`config.mk`:
```
export PLATFORM = sky130hd
export DESIGN_NAME = piece_dispenser_flat
export DESIGN_NICKNAME = d
export VERILOG_FILES = /design/src/rtl/piece_dispenser_pkg.sv /design/src/rtl/piece_dispenser_if.sv /design/src/rtl/piece_dispenser.sv /design/src/flat_wrapper.sv
export SDC_FILE = /design/constraint.sdc
export NUM_CORES = 1
export LEC_CHECK = 0
export CAP_MARGIN = 20
export CORE_ASPECT_RATIO = 0.9
export CORE_MARGIN = 3
export CORE_UTILIZATION = 30
export CTS_CLUSTER_SIZE = 25
export DETAILED_ROUTE_END_ITERATION = 12
export SYNTH_ARGS = -nofsm -noshare
export SYNTH_HDL_FRONTEND = slang
export SYNTH_SLANG_ARGS = --single-unit
```
`constraint.sdc`:
```
create_clock -name clk -period 2.5 [get_ports clk]
set_clock_uncertainty 0.05 [all_clocks]
set_input_delay 0.375 -clock clk [delete_from_list [all_inputs] [get_ports clk]]
set_output_delay 0.375 -clock clk [all_outputs]
set_load 0.1 [all_outputs]
```
`src/rtl/piece_dispenser_pkg.sv`:
```
// Shared piece/bag types for the 7-bag piece dispenser.
// Holds the bag unpack helper and the bag sanity check.
package piece_dispenser_pkg;

  typedef logic [2:0] piece_t;

  localparam piece_t      PIECE_NONE = 3'd7;
  localparam int unsigned BAG_SLOTS  = 7;
  localparam int unsigned BAG_W      = 21;

  typedef piece_t [BAG_SLOTS-1:0] bag_t;

  // Slot k of the packed bag sits at bits [3k+2:3k]; slot 0 is dealt first.
  function automatic bag_t unpack_bag(input logic [BAG_W-1:0] b);
    bag_t r;
    for (int k = 0; k < BAG_SLOTS; k++) begin
      r[k] = b[3*k +: 3];
    end
    return r;
  endfunction

  function automatic logic bag_has_none(input bag_t b);
    logic r;
    r = 1'b0;
    for (int k = 0; k < BAG_SLOTS; k++) begin
      if (b[k] == PIECE_NONE) r = 1'b1;
    end
    return r;
  endfunction

endpackage

```
`src/rtl/piece_dispenser_if.sv`:
```
// Bag-capture and piece-dealing signals between randomiser/game logic (master)
// and the dispenser (slave).
interface piece_dispenser_if
  import piece_dispenser_pkg::*;
#(
  parameter int unsigned CNT_W = 16
);

  logic [BAG_W-1:0] bag;
  logic             bag_done;
  logic             newbag;
  logic             request;
  logic             piece_valid;
  piece_t           current_piece;
  logic             next_valid;
  piece_t           next_piece;
  logic [CNT_W-1:0] dealt_count;
  logic             bag_error;

  modport master (
    output bag, bag_done, request,
    input  newbag, piece_valid, current_piece, next_valid, next_piece, dealt_count, bag_error
  );

  modport slave (
    input  bag, bag_done, request,
    output newbag, piece_valid, current_piece, next_valid, next_piece, dealt_count, bag_error
  );

endinterface

```
`src/rtl/piece_dispenser.sv`:
```
// Double-buffered bag dispenser: captures finished bags into a staged buffer and
// deals pieces from an active buffer without a bubble at bag boundaries.
module piece_dispenser
  import piece_dispenser_pkg::*;
#(
  parameter int unsigned CNT_W = 16
) (
  input logic               clk,
  input logic               reset,
  piece_dispenser_if.slave  bus
);

  typedef enum logic {StIdle, StFlush} cap_state_e;

  cap_state_e       r_state;
  bag_t             r_active;
  bag_t             r_staged;
  logic [2:0]       r_idx;
  logic             r_loaded;
  logic             r_staged_valid;
  logic             r_newbag;
  logic             r_bag_error;
  logic [CNT_W-1:0] r_count;

  logic       w_active_valid;
  logic       w_pop;
  logic       w_handoff;
  logic       w_capture;
  bag_t       w_bag;
  logic [2:0] w_idx_next;

  assign w_bag          = unpack_bag(bus.bag);
  assign w_idx_next     = r_idx + 3'd1;
  assign w_active_valid = r_loaded && (r_idx != 3'd7);
  assign w_pop          = bus.request && w_active_valid;
  assign w_handoff      = r_staged_valid && (!w_active_valid || (w_pop && r_idx == 3'd6));
  // A staged slot freed by this cycle's handoff may be refilled on the same edge.
  assign w_capture      = (r_state == StIdle) && bus.bag_done && (!r_staged_valid || w_handoff);

  always_ff @(posedge clk or posedge reset) begin
    if (reset) begin
      r_state        <= StIdle;
      r_active       <= '1;
      r_staged       <= '1;
      r_idx          <= 3'd0;
      r_loaded       <= 1'b0;
      r_staged_valid <= 1'b0;
      r_newbag       <= 1'b0;
      r_bag_error    <= 1'b0;
      r_count        <= '0;
    end else begin
      if (w_pop) begin
        r_idx   <= w_idx_next;
        r_count <= r_count + 1'b1;
      end
      if (w_handoff) begin
        r_active       <= r_staged;
        r_idx          <= 3'd0;
        r_loaded       <= 1'b1;
        r_staged_valid <= 1'b0;
      end
      if (w_capture) begin
        r_staged       <= w_bag;
        r_staged_valid <= 1'b1;
        if (bag_has_none(w_bag)) r_bag_error <= 1'b1;
      end
      // Stay in flush until bag_done drops so one bag is never captured twice.
      unique case (r_state)
        StIdle: begin
          if (w_capture) begin
            r_state  <= StFlush;
            r_newbag <= 1'b1;
          end
        end
        StFlush: begin
          if (!bus.bag_done) begin
            r_state  <= StIdle;
            r_newbag <= 1'b0;
          end
        end
        default: begin
          r_state  <= StIdle;
          r_newbag <= 1'b0;
        end
      endcase
    end
  end

  always_comb begin
    bus.piece_valid   = w_active_valid;
    bus.current_piece = PIECE_NONE;
    bus.next_valid    = 1'b0;
    bus.next_piece    = PIECE_NONE;
    if (w_active_valid) begin
      bus.current_piece = r_active[r_idx];
      if (r_idx < 3'd6) begin
        bus.next_valid = 1'b1;
        bus.next_piece = r_active[w_idx_next];
      end else if (r_staged_valid) begin
        bus.next_valid = 1'b1;
        bus.next_piece = r_staged[0];
      end
    end
  end

  assign bus.newbag      = r_newbag;
  assign bus.dealt_count = r_count;
  assign bus.bag_error   = r_bag_error;

endmodule

```
`src/flat_wrapper.sv`:
```
// flat-port wrapper written by rule: the top's interface ports become plain ports
module piece_dispenser_flat import piece_dispenser_pkg::*;
#(
  parameter int unsigned CNT_W = 16
)
  (clk, reset, bus_bag, bus_bag_done, bus_request, bus_newbag, bus_piece_valid, bus_current_piece, bus_next_valid, bus_next_piece, bus_dealt_count, bus_bag_error);
  piece_dispenser_if #(.CNT_W(CNT_W)) bus_i ();
  input logic clk;
  input logic reset;
  input wire logic [$bits(bus_i.bag)-1:0] bus_bag;
  input wire logic [$bits(bus_i.bag_done)-1:0] bus_bag_done;
  input wire logic [$bits(bus_i.request)-1:0] bus_request;
  output wire logic [$bits(bus_i.newbag)-1:0] bus_newbag;
  output wire logic [$bits(bus_i.piece_valid)-1:0] bus_piece_valid;
  output wire logic [$bits(bus_i.current_piece)-1:0] bus_current_piece;
  output wire logic [$bits(bus_i.next_valid)-1:0] bus_next_valid;
  output wire logic [$bits(bus_i.next_piece)-1:0] bus_next_piece;
  output wire logic [$bits(bus_i.dealt_count)-1:0] bus_dealt_count;
  output wire logic [$bits(bus_i.bag_error)-1:0] bus_bag_error;
  assign bus_i.bag = bus_bag;
  assign bus_i.bag_done = bus_bag_done;
  assign bus_i.request = bus_request;
  assign bus_newbag = bus_i.newbag;
  assign bus_piece_valid = bus_i.piece_valid;
  assign bus_current_piece = bus_i.current_piece;
  assign bus_next_valid = bus_i.next_valid;
  assign bus_next_piece = bus_i.next_piece;
  assign bus_dealt_count = bus_i.dealt_count;
  assign bus_bag_error = bus_i.bag_error;
  piece_dispenser #(.CNT_W(CNT_W)) u_core (.clk(clk), .reset(reset), .bus(bus_i));
endmodule
```
* After elaboration in Yosys (flattened, before gate mapping)
Cells that the tools add are included.
** Storage, ports and cells
- Bits in registers :: 66
- Logic and storage cells :: 81
** Cells by class
- Add/sub/neg operators :: 2
- Order comparisons :: 3
- Equality and inequality tests :: 11
- Multiplexer cells :: 29
- Bitwise operators :: 1
- Reductions and logical operators :: 14
** Operators with widths (count)
- equality test 3 bit, second input constant :: 8
- two-way mux 3 bit :: 8
- binary-select mux 3 bit (select 3 bit) :: 2
- two-way mux 1 bit :: 17
- adder 16 x 1 -> 16 bit, second input constant :: 1
- < comparator 3 x 4 -> 1 bit, second input constant :: 2
- logical AND 1 bit :: 6
- case mux 1 bit (2 select lines) :: 2
- AND reduction 2 bit :: 2
- nonzero test 2 bit :: 2
- adder 3 x 1 -> 3 bit, second input constant :: 1
- < comparator 3 bit, second input constant :: 1
- != test 3 bit, second input constant :: 1
- zero test 1 bit :: 2
- logical OR 1 bit :: 2
- != test 2 x 1 -> 1 bit, second input constant :: 1
- != test 2 bit, second input constant :: 1
- inverter 1 bit :: 1

* Logic depth before layout (Yosys ltp)
Gate-level depths: netlist (run 1).
- Word-level depth :: 10
- Mapped depth :: 10

* Worst setup path before layout (run 1)
Ideal clock, no wire load.
- Kind :: flip-flop to output port
- Start point :: reg u_core.r_idx[0]
- End point :: out bus_current_piece[0]
- Arrival :: 3.246 ns
- Required time :: 2.075 ns
- Path slack :: -1.171 ns
- Stages on the path, launching flop included :: 7
- Buffers on the path :: 2
- Cells stage by stage :: dfrtp_1 buf_2 buf_2 inv_1 nor2_1 a221oi_1 o21ai_0
** Between the ends
- Word-level cells in the longest chain between the ends :: 3
- Elaborated cells on any way between the ends :: 5
** Ends and longest elaborated chain
- from (decl) :: line piece_dispenser.sv:18 : logic [2:0] r_idx;
- from (signal assigned) :: line piece_dispenser.sv:53 : r_idx <= w_idx_next;
- binary-select mux 3 bit (select 3 bit) / != test 3 bit (equally long branches) :: line piece_dispenser.sv:95, piece_dispenser.sv:34
- two-way mux 3 bit (implied by the code) / logical AND 1 bit (equally long branches) :: line piece_dispenser.sv:95, piece_dispenser.sv:34
- two-way mux 3 bit (*) :: line piece_dispenser.sv:94 : if (w_active_valid) begin
- to (decl) :: line flat_wrapper.sv:15 : output wire logic [$bits(bus_i.current_piece)-1:0] bus_current_piece;
Every way passes the cells marked *; elsewhere a longest branch is shown, timed or not. The select of a mux whose other input is x is not followed.

* Worst setup path after layout (run 1)
- Start point :: reg u_core.r_idx[1]
- End point :: out bus_next_piece[2]
** Between the ends
- Word-level cells in the longest chain between the ends :: 5
- Elaborated cells on any way between the ends :: 8
** Ends and longest elaborated chain
- adder 3 x 1 -> 3 bit :: line piece_dispenser.sv:33 : assign w_idx_next = r_idx + 3'd1;
- binary-select mux 3 bit (select 3 bit) :: line piece_dispenser.sv:98 : bus.next_piece = r_active[w_idx_next];
- two-way mux 3 bit (implied by the code) :: line piece_dispenser.sv:98
- two-way mux 3 bit :: line piece_dispenser.sv:96 : if (r_idx < 3'd6) begin
- two-way mux 3 bit (*) :: line piece_dispenser.sv:94
- to (decl) :: line flat_wrapper.sv:17 : output wire logic [$bits(bus_i.next_piece)-1:0] bus_next_piece;
Marks and branches as above.

==> results.cfg, run 1 <==
[status]
violations = negative setup slack
status = finished, violations left

[cts]
clk_pin_slew_ps = 50
cts_tree = yes
cts-htree-levels = 3
numCtsBuffers = 9
root_buffer = clkbuf_16
clk_path_buf_depth = 2
clock_latency_ps = 320
cts_resized = 0
cts_sinks = 66

[synth]
synth-edff-count = 0
synth_cells = 232
syn_area_sq_um = 3230
synth_top_area_share_pct = 34.1
synth_top_cell_by_area = dfstp_2
ys_ff_latch = 66
synth_cell_type_count = 34
synth.avg_cell_area_sq_um = 13.9
ys_warn_count = 0
seq_area_frac_synth_pct = 52.7
synthFlopType = dfstp_2
ys_top_cells_by_area = dfstp_2 (34%), dfrtp_1 (19%), mux2_2 (9.4%)
synth_fp_nets = 261
async_reset_ff_share_pct = 100

[route]
routed_wl_mm = 6.64
post_drt_via_cell_ratio = 4.80
drtPass1Iterations = 4
routedWlPerCell_um = 15.7
postRouteAntennaNets = 0
drc = 0
num_vias = 2026
drt_iter0_drc = 108

[layout]
regArea_sq_um = 1700
nets = 318
multiInputGateArea_sq_um = 1470
layout_commonest_cell = dfstp_2
areaGrowthSynthToFinish_pct = 31.9
antenna_cells = 0
stdcell_area_sq_um = 4270
fill_cells = 977
drive_above_1_share_pct = 52.9
final_cell_mix = dfstp_2 (42), mux2_2 (27), clkdlybuf4s50_1 (24), buf_4 (24), dfrtp_1 (24)

[sta]
rsz0062_at_grt = yes
tns_ps = -145
finalCritPeriodShare_pct = 102
post-route-worst-setup-slack_ps = -57.7
post-route-min-period_ps = 2560
maxSlewViolCount = 0
worst_slew_pin_slew_ps = 424
final_hold_viol_count = 0
setup_viol_count_final = 3
slew_headroom_pct = 71.7
max_freq_ghz = 0.391

[critical_path]
critPathKind = flop to primary output
r2r-start = u_core.r_idx[0]
crit_buf_inv = 1
crit_fanout = 2
cp_slowest_cell = mux4_2
start_kind = flop
cp-startpoint = u_core.r_idx[1]
cp-end-kind = primary output
cp_cell_sequence = ha_2, ha_4, mux4_2, mux2i_1, a22oi_2, buf_12
cp.required_ps = 2080
cpLargestDelayFamily = multiplexers
cp_data_arrival_time_ps = 2130
slowest_delay_ps = 490

[hold_path]
hp-class = input pin to asynchronous set/reset pin

[floorplan]
die_area_sq_um = 12100
die_h_um = 105
die_x_um = 115
ios = 51
placeableCoreArea_sq_um = 10400
rows = 35
initial_core_util_pct = 31.2

[run]
cap_violations = 0

[grt]
grt_pass1_wl_mm = 10.7
grt_overflow_total = 0
grt_pass1_vias = 2005
track_usage_pct = 11.4
antenna_found_initial = 0
grt_max_degree = 67

[place]
port_buffers = 50
hpwl_mm = 4.80
postPlaceCellArea_sq_um = 3940
gp_congestion = 0.789
-- worst register-to-register path: cells and delay by family, from the launching register on --
kind	cells	cell delay [ps]
simple gates	3	680
mux	1	400
fa+ha+maj	1	180
flops	1	380
buf+inv	2	370
-- through the flow --
stage	cells	util (%)	setup WS [ps]	hold WS, ps
after floorplan	232	-	-99.2	405
after global placement	406	38.0	227	399
after detailed placement	406	38.0	192	404
after CTS	422	41.1	-86.7	400
after global routing	422	41.1	-154	418
final	422	41.1	-57.7	365
-- registers in the layout, indices dropped and copies added (netlist names) --
name	flops
u_core.r_staged	21
u_core.r_loaded	1
u_core.r_state	1
u_core.r_staged_valid	1
u_core.bus.newbag	1
u_core.bus.bag_error	1
u_core.r_active	21
u_core.r_idx	3
u_core.bus.dealt_count	16
-- routing by layer --
| layer | GRT usage (%) | part of all wire, % | wire (um) | vias up |
|---|---|---|---|---|
| li1 | - | - | - | 963 |
| met1 | 16.8 | 49 | 3280 | 995 |
| met2 | 15.4 | 43 | 2860 | 58 |
| met3 | 4.25 | 6.2 | 409 | 10 |
| met4 | 3.52 | 1.3 | 84 | 0 |
| met5 | 0 | 0 | 0 | - |
-- synth_stat cells, drive strengths merged, types with 2 or more instances --
cell	count
dfstp	42
and2	2
mux4	6
clkbuf	2
a31oi	3
nand3	11
a221oi	4
buf	9
nand4	5
mux2	46
o21ai	7
ha	4
a21oi	2
a22oi	3
mux2i	7
o21a	2
dfrtp	24
xor2	3
and3	7
nor2	8
and4	5
nand2	9
xnor2	13
inv	4
-- kinds of logic (layout without fill, tap and decap cells) --
group / after synthesis / after routing / share of synthesized area (%)
AO/OA/AOI/OAI: 22 / 22 / 4.45
XOR/XNOR: 16 / 16 / 4.33
buffers and inverters: 15 / 76 / 3.40
adder cells (fa/ha/maj): 4 / 4 / 1.55
AND/OR/NAND/NOR: 50 / 50 / 9.01
flip-flops: 66 / 66 / 52.7
multiplexers: 59 / 59 / 24.6
-- worst paths after layout --
path	end	slack, ps	cells past startpoint
min in group clk	u_core.bus.bag_error	410	1
max reg2reg	u_core.r_staged[20]	370	7
max in group asynchronous	u_core.r_active[10]	1670	3
max	bus_next_piece[2]	-60	6
min	u_core.bus.dealt_count[11]	370	3
min reg2reg	u_core.bus.bag_error	410	1
-- final cells by class --
class,count,share of cell area (%)
timing repair buffer,57,14.1
clock buffer,14,6.72
multi-input combinational,151,34.4
clock inverter,1,0.704
sequential,66,39.9
inverter,4,0.352
tap,129,3.78
-- repair_timing --
action | in CTS | in global routing
setup buffers | 1 | 0
setup endpoints to repair | 3 | 3
hold buffers | 0 | 0
pin swaps | 3 | 1
Power of run 1 is left out: the tool's default activity adds up to more than one toggle a clock period on the data nets, which glitch-free logic cannot reach.
==> run 2: changes to the inputs <==
- ABC_CLOCK_PERIOD_IN_PS: unset -> 2500
==> results of run 2 <==
Final layout, timing and power as in run 1 (identical DEF).
Power of run 2 is left out for the same reason.
